### config.mk
export PLATFORM = sky130hd
export DESIGN_NAME = cl_seq
export DESIGN_NICKNAME = d
export VERILOG_FILES = /design/src/rtl/cl_pkg.sv /design/src/rtl/cl_watchdog.sv /design/src/rtl/cl_seq.sv
export SDC_FILE = /design/constraint.sdc
export NUM_CORES = 1
export LEC_CHECK = 0
export BUFFER_PORTS_ARGS = -buffer_cell sky130_fd_sc_hd__buf_4
export CAP_MARGIN = 20
export CORE_ASPECT_RATIO = 2
export CORE_MARGIN = 5
export CORE_UTILIZATION = 30
export CTS_CLUSTER_DIAMETER = 150
export DETAILED_ROUTE_END_ITERATION = 10
export SLEW_MARGIN = 20
export SYNTH_ARGS = -nofsm -noshare
export SYNTH_HDL_FRONTEND = slang
export SYNTH_SLANG_ARGS = --single-unit
### constraint.sdc
create_clock -name bus_clk -period 4.6 [get_ports bus_clk]
set_clock_uncertainty 0.15 [all_clocks]
set_input_delay 0.23 -clock bus_clk [delete_from_list [all_inputs] [get_ports bus_clk]]
set_output_delay 0.23 -clock bus_clk [all_outputs]
set_load 0.03 [all_outputs]
### src/rtl/cl_pkg.sv
// cl_pkg: shared encodings and status-word layout for the capture-control sequencer.
package cl_pkg;

  localparam int N_FRAME_SIZE = 20;
  localparam int OP_W         = 12;
  localparam int ARG_W        = 20;
  localparam int TIMEOUT_W    = 20;
  localparam int WDT_CNT_W    = 30;
  localparam int OVF_W        = 16;
  localparam int BAD_W        = 8;
  localparam int RESULT_W     = 4;
  localparam int STAT_W       = 128;

  localparam logic [1:0] ST_IDLE      = 2'd0;
  localparam logic [1:0] ST_ARMED     = 2'd1;
  localparam logic [1:0] ST_CAPTURING = 2'd2;
  localparam logic [1:0] ST_REPORT    = 2'd3;

  localparam logic [OP_W-1:0] OP_ARM         = 12'd1;
  localparam logic [OP_W-1:0] OP_ABORT       = 12'd2;
  localparam logic [OP_W-1:0] OP_STATUS      = 12'd3;
  localparam logic [OP_W-1:0] OP_SET_TIMEOUT = 12'd4;

  localparam logic [RESULT_W-1:0] RES_OK       = 4'd0;
  localparam logic [RESULT_W-1:0] RES_ABORT    = 4'd1;
  localparam logic [RESULT_W-1:0] RES_TIMEOUT  = 4'd2;
  localparam logic [RESULT_W-1:0] RES_OVERFLOW = 4'd3;
  localparam logic [RESULT_W-1:0] RES_QUERY    = 4'd4;

  localparam logic [7:0] STAT_MARKER = 8'hFF;

  localparam int STAT_MARKER_LSB = 120;
  localparam int STAT_STATE_LSB  = 118;
  localparam int STAT_RESULT_LSB = 114;
  localparam int STAT_NFRAME_LSB = 94;
  localparam int STAT_FRAMES_LSB = 74;
  localparam int STAT_OVF_LSB    = 58;
  localparam int STAT_BAD_LSB    = 50;

  typedef struct packed {
    logic [1:0]              state;
    logic [RESULT_W-1:0]     result;
    logic [N_FRAME_SIZE-1:0] n_frame;
    logic [N_FRAME_SIZE-1:0] frames;
    logic [OVF_W-1:0]        ovf;
    logic [BAD_W-1:0]        bad;
  } stat_fields_t;

  function automatic logic [STAT_W-1:0] pack_stat(input stat_fields_t s);
    logic [STAT_W-1:0] v;
    v = '0;
    v[STAT_MARKER_LSB +: 8]            = STAT_MARKER;
    v[STAT_STATE_LSB  +: 2]            = s.state;
    v[STAT_RESULT_LSB +: RESULT_W]     = s.result;
    v[STAT_NFRAME_LSB +: N_FRAME_SIZE] = s.n_frame;
    v[STAT_FRAMES_LSB +: N_FRAME_SIZE] = s.frames;
    v[STAT_OVF_LSB    +: OVF_W]        = s.ovf;
    v[STAT_BAD_LSB    +: BAD_W]        = s.bad;
    return v;
  endfunction

endpackage

### src/rtl/cl_watchdog.sv
// cl_watchdog: inactivity timer with a limit in units of 1024 cycles; limit 0 disables it.
module cl_watchdog
  import cl_pkg::*;
(
  input  logic                 bus_clk,
  input  logic                 reset,
  input  logic                 clear,
  input  logic                 enable,
  input  logic [TIMEOUT_W-1:0] limit,
  output logic                 expire
);

  logic [WDT_CNT_W-1:0] r_count;
  logic [WDT_CNT_W-1:0] w_limit_cyc;

  assign w_limit_cyc = {limit, 10'd0};

  // Counting stops at the limit so a single expiry cannot repeat on wrap-around.
  always_ff @(posedge bus_clk) begin
    if (reset) begin
      r_count <= '0;
    end else if (clear) begin
      r_count <= '0;
    end else if (enable && (r_count < w_limit_cyc)) begin
      r_count <= r_count + 1'b1;
    end
  end

  assign expire = enable && !clear && (limit != '0) &&
                  (r_count == (w_limit_cyc - 1'b1));

endmodule

### src/rtl/cl_seq.sv
// cl_seq: capture-control sequencer. Decodes host command words, arms and aborts the
// capture datapath, supervises it with a watchdog and offers one status word per run.
module cl_seq
  import cl_pkg::*;
(
  input  logic                    bus_clk,
  input  logic                    reset,
  input  logic                    pc_msg_pending,
  input  logic [31:0]             pc_msg,
  output logic                    pc_msg_ack,
  output logic                    cap_arm,
  output logic [N_FRAME_SIZE-1:0] cap_n_frame,
  output logic                    cap_abort,
  input  logic                    cap_frame,
  input  logic                    cap_done,
  input  logic                    cap_overflow,
  input  logic                    fpga_msg_full,
  output logic [127:0]            stat_msg,
  output logic                    stat_valid,
  output logic [1:0]              state
);

  // state     | meaning
  // IDLE      | waiting for ARM or STATUS
  // ARMED     | datapath started, waiting for its first frame or done
  // CAPTURING | counting frames toward cap_n_frame
  // REPORT    | status word offered until the host FIFO accepts it

  logic [1:0]              r_state, w_state_nxt;
  logic                    r_ack, r_cap_arm, r_cap_abort;
  logic [N_FRAME_SIZE-1:0] r_n_frame, r_frames, w_frames_nxt;
  logic [OVF_W-1:0]        r_ovf, w_ovf_nxt;
  logic [BAD_W-1:0]        r_bad, w_bad_nxt;
  logic [TIMEOUT_W-1:0]    r_timeout;
  logic [STAT_W-1:0]       r_stat_msg;

  logic [OP_W-1:0]         w_op;
  logic [ARG_W-1:0]        w_arg;
  logic                    w_cmd, w_active, w_capturing, w_report;
  logic                    w_known_op, w_arm_go, w_bad_inc, w_abort_req;
  logic                    w_status_idle, w_set_timeout, w_complete, w_expire;
  logic                    w_ack_nxt, w_enter_report, w_abort_pulse;
  logic [RESULT_W-1:0]     w_result;
  stat_fields_t            w_stat;

  assign w_op  = pc_msg[31:20];
  assign w_arg = pc_msg[19:0];

  // A command word is executed in its ack cycle, while the host still presents it.
  assign w_cmd       = r_ack;
  assign w_active    = (r_state == ST_ARMED) || (r_state == ST_CAPTURING);
  assign w_capturing = (r_state == ST_CAPTURING);
  assign w_report    = (r_state == ST_REPORT);

  assign w_known_op    = (w_op == OP_ARM) || (w_op == OP_ABORT) ||
                         (w_op == OP_STATUS) || (w_op == OP_SET_TIMEOUT);
  assign w_arm_go      = w_cmd && (w_op == OP_ARM) && (r_state == ST_IDLE) && (w_arg != '0);
  assign w_bad_inc     = w_cmd && (((w_op == OP_ARM) && !w_arm_go) || !w_known_op);
  assign w_abort_req   = w_cmd && (w_op == OP_ABORT) && w_active;
  assign w_status_idle = w_cmd && (w_op == OP_STATUS) && (r_state == ST_IDLE);
  assign w_set_timeout = w_cmd && (w_op == OP_SET_TIMEOUT);

  // Only SET_TIMEOUT and STATUS may be consumed while a report is pending.
  assign w_ack_nxt = pc_msg_pending && !r_ack &&
                     (!w_report || (w_op == OP_SET_TIMEOUT) || (w_op == OP_STATUS));

  assign w_frames_nxt = (w_active && cap_frame) ? r_frames + 1'b1 : r_frames;
  assign w_ovf_nxt    = (w_capturing && cap_overflow && (r_ovf != '1)) ? r_ovf + 1'b1 : r_ovf;
  assign w_bad_nxt    = (w_bad_inc && (r_bad != '1)) ? r_bad + 1'b1 : r_bad;
  assign w_complete   = w_capturing && (cap_done || (w_frames_nxt == r_n_frame));

  cl_watchdog u_watchdog (
    .bus_clk (bus_clk),
    .reset   (reset),
    .clear   (w_arm_go || cap_frame),
    .enable  (w_active),
    .limit   (r_timeout),
    .expire  (w_expire)
  );

  // Completion outranks abort and expiry; abort outranks expiry.
  always_comb begin
    w_state_nxt    = r_state;
    w_result       = RES_OK;
    w_enter_report = 1'b0;
    w_abort_pulse  = 1'b0;
    case (r_state)
      ST_IDLE: begin
        if (w_arm_go) begin
          w_state_nxt = ST_ARMED;
        end else if (w_status_idle) begin
          w_state_nxt    = ST_REPORT;
          w_result       = RES_QUERY;
          w_enter_report = 1'b1;
        end
      end
      ST_ARMED: begin
        if (w_abort_req) begin
          w_state_nxt    = ST_REPORT;
          w_result       = RES_ABORT;
          w_enter_report = 1'b1;
          w_abort_pulse  = 1'b1;
        end else if (w_expire) begin
          w_state_nxt    = ST_REPORT;
          w_result       = RES_TIMEOUT;
          w_enter_report = 1'b1;
          w_abort_pulse  = 1'b1;
        end else if (cap_frame || cap_done) begin
          w_state_nxt = ST_CAPTURING;
        end
      end
      ST_CAPTURING: begin
        if (w_complete) begin
          w_state_nxt    = ST_REPORT;
          w_result       = (w_ovf_nxt != '0) ? RES_OVERFLOW : RES_OK;
          w_enter_report = 1'b1;
        end else if (w_abort_req) begin
          w_state_nxt    = ST_REPORT;
          w_result       = RES_ABORT;
          w_enter_report = 1'b1;
          w_abort_pulse  = 1'b1;
        end else if (w_expire) begin
          w_state_nxt    = ST_REPORT;
          w_result       = RES_TIMEOUT;
          w_enter_report = 1'b1;
          w_abort_pulse  = 1'b1;
        end
      end
      ST_REPORT: begin
        if (!fpga_msg_full) begin
          w_state_nxt = ST_IDLE;
        end
      end
      default: w_state_nxt = ST_IDLE;
    endcase
  end

  always_comb begin
    w_stat         = '0;
    w_stat.state   = r_state;
    w_stat.result  = w_result;
    w_stat.n_frame = r_n_frame;
    w_stat.frames  = w_frames_nxt;
    w_stat.ovf     = w_ovf_nxt;
    w_stat.bad     = w_bad_nxt;
  end

  always_ff @(posedge bus_clk) begin
    if (reset) begin
      r_state     <= ST_IDLE;
      r_ack       <= 1'b0;
      r_cap_arm   <= 1'b0;
      r_cap_abort <= 1'b0;
      r_bad       <= '0;
      r_timeout   <= '0;
    end else begin
      r_state     <= w_state_nxt;
      r_ack       <= w_ack_nxt;
      r_cap_arm   <= w_arm_go;
      r_cap_abort <= w_abort_pulse;
      r_bad       <= w_bad_nxt;
      if (w_set_timeout) begin
        r_timeout <= w_arg;
      end
    end
  end

  always_ff @(posedge bus_clk) begin
    if (reset) begin
      r_n_frame  <= '0;
      r_frames   <= '0;
      r_ovf      <= '0;
      r_stat_msg <= '0;
    end else begin
      if (w_arm_go) begin
        r_n_frame <= w_arg;
        r_frames  <= '0;
        r_ovf     <= '0;
      end else begin
        r_frames <= w_frames_nxt;
        r_ovf    <= w_ovf_nxt;
      end
      if (w_enter_report) begin
        r_stat_msg <= pack_stat(w_stat);
      end
    end
  end

  assign pc_msg_ack  = r_ack;
  assign cap_arm     = r_cap_arm;
  assign cap_abort   = r_cap_abort;
  assign cap_n_frame = r_n_frame;
  assign stat_msg    = r_stat_msg;
  assign stat_valid  = w_report;
  assign state       = r_state;

endmodule

==> results.cfg, run 1 <==
[status]
outcome = completed

[global_routing]
grt_remaining_overflow = 0
grt_pass1_vias = 8932
grt_antenna_before_repair = 0
grt_usage_pct = 16.9
grt_start_max_net_pins = 73
grt_pass1_wl_um = 50400

[clock_network]
cts_buffers = 17
path_clk_slew_ns = 0.08
cts_num_sinks = 189
cts_max_path_buffers = 2
cts_tree = yes
htreeDepth = 4
postCtsSetupRepairBufs = 0
root_buffer = clkbuf_16
clk_latency_ns = 0.46

[power]
clkPwrFrac_pct = 34.8
p_leak_uw = 0.00504
p_switching_uw = 1630
intPower_uw = 3140
power_density_nw_per_um2 = 377
p_comb_share_pct = 28.1
switching_share_pct = 34.2
ir_drop_mv = 0.258
seqPwrFrac_pct = 37.1
power_uw = 4780

[floorplanning]
core_um2 = 34200
rows = 96
die_h_um = 273
start_util_pct = 30.3
io_pins = 193
dieArea_um2 = 38600
dieWidth_um = 141

[timing]
post-route-period-util_pct = 95.7
rsz0062_at_grt = yes
tns_ns = 0
tightest_slew_ns = 1.19
final_max_slew_viol_count = 0
slew_headroom_pct = 20.4
worst_slack_ns = 0.199
clock.fmax_mhz = 227
final_hold_viol_count = 0
min_period_ns = 4.40
final-setup-viol-count = 0

[placed_design]
placed_cells = 1725
gp_congestion = 0.904
io_buffers = 141
dp_hpwl_um = 25600
pre_cts_ws_ns = 0.152

[worst_setup_path]
reg2reg_depth = 13
worstPathRequired_ns = 4.79
path_max_fanout = 12
path_class = reg -> reg
crit_end = stat_msg[65]$_SDFFE_PP0P_
rr_startpoint = state[1]$_SDFFE_PP0P_
arrival_ns = 4.59
rrSetupSlack_ns = 0.20
crit_start = state[1]$_SDFFE_PP0P_
critPathLaunchType = register
crit_path_end_kind = register
critical_path.reg2reg.endpoint = stat_msg[65]$_SDFFE_PP0P_

[finish]
fin_cells = 1779
nets = 1396
diodes = 0
post-route-util_pct = 37.0
syn_to_final_growth_pct = 22.1
drive_gt1_share_pct = 20.0

[yosys]
ys_top_cells_by_count = dfxtp_1, nor2_1, nand2_1
synthCells = 1173
async_flop_share_pct = 0
netlist_top_cells_area = dfxtp_1, mux2i_1, buf_4
ys_types = 69
post-synth-top-area-cell = dfxtp_1
syn_area_per_cell_um2 = 8.84
syn_area_um2 = 10400
ys_dominant_reg_cell = dfxtp_1
ys_seq_area_share_pct = 36.5
ys_warn_count = 0
synth_top_area_share_pct = 36.5
synth_edf_count = 0
yosysMostFrequentCell = dfxtp_1
ys_ff_latch = 189

[drt]
routed_wirelength_um = 33300
drtPass1Iterations = 4
wl_per_cell_um = 18.7
num_vias = 9048
vias_per_cell = 5.09
drt_iter0_drc = 469
ant_nets = 0
drc = 0

[hold_path]
hold_class = in -> reg

[job]
maxCapViolCount = 0
-- how the worst min path moves through the flow --
| stage | start | endpoint | slack, ns | cells past startpoint |
|---|---|---|---|---|
| floorplan | pc_msg[0] | r_timeout[0]$_SDFFE_PP0P_ | 0.22 | 2 |
| global placement | u_watchdog.r_count[1]$_SDFFE_PP0P_ | u_watchdog.r_count[1]$_SDFFE_PP0P_ | 0.31 | 2 |
| detailed placement | pc_msg_pending | pc_msg_ack$_SDFF_PP0_ | 0.31 | 2 |
| CTS | cap_done | state[1]$_SDFFE_PP0P_ | 0.004 | 3 |
| global route | cap_done | state[1]$_SDFFE_PP0P_ | 0.04 | 3 |
| finish | cap_done | state[1]$_SDFFE_PP0P_ | 0.03 | 3 |
-- layout by cell type (no fill, tap or decap), drive strengths merged, types with 17 or more instances in the layout --
cell	Yosys	final
mux2i	49	49
nor4	17	17
nor3	17	17
conb	1	51
ha	32	32
dlygate4sd3	0	21
xor2	42	42
or3	28	28
a21oi	54	55
dfxtp	189	189
inv	36	42
nor2b	17	17
nand4	20	20
a211oi	75	75
xnor2	45	45
nor2	106	106
buf	73	182
nand2	78	78
o21ai	35	35
clkbuf	48	19
nand3	31	31
nand2b	48	48
-- state kept, by name, indices dropped and copies added, names as in the netlist --
signal	count
pc_msg_ack	1
r_bad	8
r_ovf	16
cap_n_frame	20
r_frames	20
stat_msg	70
u_watchdog.r_count	30
cap_arm	1
state	2
r_timeout	20
cap_abort	1
-- worst max-delay path, cell delays in order, from the launching register on --
cell and delay [ns]:
dfxtp_1 0.34, inv_1 0.07, ha_1 0.45, nand4_1 0.25, nor4_1 0.46, buf_4 0.20, nand3_1 0.09, xor2_1 0.21
xnor2_1 0.18, nor4_2 0.09, a21oi_1 0.34, o21bai_4 0.12, a21oi_2 0.94, mux2_1 0.38
-- per-stage QoR --
| step | cell area (um^2) | hold WS [ns] |
|---|---|---|
| global route | 12700 | 0.0445 |
| global placement | 11800 | 0.306 |
| finish | 12700 | 0.0266 |
| detailed placement | 11800 | 0.313 |
| floorplan | 10600 | 0.220 |
| CTS | 12600 | 0.00366 |
-- layout make-up --
| type | instances | area (um^2) |
|---|---|---|
| Clock buffer | 19 | 453 |
| Clock inverter | 13 | 199 |
| Fill cell | 3488 | 21600 |
| Inverter | 36 | 135 |
| Multi-Input combinational cell | 878 | 5950 |
| Sequential cell | 189 | 3780 |
| Tap cell | 441 | 552 |
| Timing Repair Buffer | 203 | 1590 |
-- logic make-up after synthesis --
kind of cell | count (synthesis) | share of synthesized area [%]
and+or+nand+nor | 419 | 21.2
AOI/OAI and AO/OA | 224 | 16.0
DFF | 189 | 36.5
buffers and inverters | 157 | 8.35
xor gates and xnor gates | 90 | 8.02
muxes | 61 | 6.04
adders and majority gates | 32 | 3.86
other | 1 | 0.0362
-- power by group through the flow --
| stage | registers (uW) | clock network, uW | logic (uW) |
|---|---|---|---|
| 6_report | 1770 | 1660 | 1340 |
| 5_1_grt | 1780 | 1760 | 1430 |
| 3_5_place_dp | 1810 | 0 | 1310 |
| 2_1_floorplan | 1950 | 0 | 803 |
| 4_1_cts | 1770 | 1690 | 1330 |
| 3_3_place_gp | 1810 | 0 | 1290 |
-- layer usage --
layer	share of wire [%]	GRT usage [%]	routed length (um)
met1	33	15.7	11100
met2	57	33.4	18900
met3	3.9	2.64	1290
met4	6.2	10.5	2050
met5	0	0	0
-- repair_timing --
item / 4_1_cts / 5_1_grt
hold buffers: 21 / 0
resized for setup: 0 / 1
endpoints found under the setup margin: 0 / 44
hold endpoints to repair: 41 / 0
Power figures use the tool's default switching activity.
==> inputs of run 2 (changes only) <==
Settings changed: CORE_UTILIZATION 30 to 56, PLACE_DENSITY from default to 0.8.
==> results.cfg, run 2 (synthesized netlist as in run 1, its figures left out) <==
[status]
outcome = completed

[drt]
drtPass1Iterations = 5
wl_per_cell_um = 19.0
drc = 0
ant_nets = 0
drt_iter0_drc = 550
num_vias = 9135
vias_per_cell = 5.92
routed_wirelength_um = 29400

[hold_path]
hold_class = in -> reg
whs_path_depth = 3
whs_endpoint = state[1]$_SDFFE_PP0P_
holdCritStartpoint = cap_done

[clock_network]
path_clk_slew_ns = 0.07
cts_max_path_buffers = 2
cts_num_sinks = 189
root_buffer = clkbuf_16
htreeDepth = 4
cts_tree = yes
clk_latency_ns = 0.44
cts_buffers = 17

[timing]
rsz0062_at_grt = no
post-route-period-util_pct = 94.1
final_hold_viol_count = 0
slew_headroom_pct = 36.3
tightest_slew_ns = 0.953
final-setup-viol-count = 0
min_period_ns = 4.33
tns_ns = 0
final_max_slew_viol_count = 0
clock.fmax_mhz = 231

[finish]
final_cell_mix = dfxtp_1, buf_4, nor2_1
nets = 1386
syn_to_final_growth_pct = 18.3
diodes = 0
drive_gt1_share_pct = 19.3
final_common_cell = dfxtp_1
final_area_um2 = 12300
largest_register_ff_count = 70

[floorplanning]
rows = 70
io_pins = 193
dieWidth_um = 106
dieArea_um2 = 21500
core_um2 = 18200
die_h_um = 202
start_util_pct = 56.9

[power]
ir_drop_mv = 0.303
power_density_nw_per_um2 = 373
p_leak_uw = 0.00497

[global_routing]
grt_start_max_net_pins = 97
grt_antenna_before_repair = 0
grt_remaining_overflow = 0
grt_usage_pct = 26.6
grt_pass1_vias = 8864
grt_pass1_wl_um = 45400

[placed_design]
gp_congestion = 0.953
dp_hpwl_um = 22200
io_buffers = 141
post_dp_cell_area_um2 = 11400

[worst_setup_path]
critPathLaunchType = register
path_class = reg -> reg
path_max_fanout = 15
reg2reg_depth = 14
critical_path.reg2reg.endpoint = stat_msg[51]$_SDFFE_PP0P_
rr_startpoint = state[0]$_SDFFE_PP0P_
arrival_ns = 4.49
worstPathRequired_ns = 4.76
rrSetupSlack_ns = 0.27
crit_path_end_kind = register

[job]
maxCapViolCount = 0
[run 2: cell type report]
class                      count  area, um^2
clock buffer                  20         447
clock inverter                12         136
fill                        1453        5960
inverter                      36         135
multi-input combinational    877        5940
sequential                   189        3780
tap                          216         270
timing repair buffer         194        1550
[run 2: power by group]
| part | switching [uW] | leakage (uW) | internal, uW |
|---|---|---|---|
| combinational | 831 | 0.00317 | 474 |
| sequential | 65.9 | 0.00152 | 1720 |
| clock | 661 | 0.000277 | 820 |
[run 2: how the worst max path moves through the flow]
stage | start | end | slack (ns) | cells after the start
floorplan | state[0]$_SDFFE_PP0P_ | stat_msg[88]$_SDFFE_PP0P_ | 0.72 | 15
global placement | state[0]$_SDFFE_PP0P_ | stat_msg[80]$_SDFFE_PP0P_ | 0.18 | 14
detailed placement | state[0]$_SDFFE_PP0P_ | stat_msg[80]$_SDFFE_PP0P_ | 0.06 | 14
CTS | state[0]$_SDFFE_PP0P_ | stat_msg[80]$_SDFFE_PP0P_ | 0.04 | 14
global route | state[0]$_SDFFE_PP0P_ | stat_msg[56]$_SDFFE_PP0P_ | 0.04 | 14
finish | state[0]$_SDFFE_PP0P_ | stat_msg[51]$_SDFFE_PP0P_ | 0.27 | 14
[run 2: timing repair]
| item | 4_1_cts | 5_1_grt |
|---|---|---|
| gates resized for setup | 0 | 3 |
| setup endpoints to repair | 0 | 34 |
| setup buffers | 0 | 0 |
| hold buffers | 21 | 0 |
| endpoints found under the hold margin | 41 | 0 |
[run 2: routing by layer]
layer  GRT usage (%)  part of all wire (%)  up-vias
li1                -                     -     4340
met1            26.3                    35     4337
met2            50.3                    54      341
met3            3.26                   4.0      117
met4            17.7                   6.9        0
met5               0                     0        -
[run 2: stage by stage]
stage	hold slack [ns]	cells	total power [uW]	setup slack [ns]	utilization (%)
floorplan	0.220	1223	2750	0.722	-
global placement	0.309	1489	3050	0.185	62.7
detailed placement	0.316	1489	3070	0.0558	62.7
CTS	0.0473	1542	4540	0.0381	67.0
global route	0.0759	1544	4740	0.0351	67.3
finish	0.0508	1544	4570	0.272	67.3
[run 2: critical path, stage by stage (launching register included)]
cell      delay [ns]
dfxtp_1         0.43
inv_1           0.14
ha_1            0.43
nand4_1         0.23
nor4_1          0.46
buf_4           0.20
nand3_1         0.09
xor2_1          0.21
xnor2_1         0.18
nor4_2          0.08
a21oi_1         0.29
o21bai_4        0.11
a21oi_4         0.63
buf_16          0.23
mux2_1          0.33
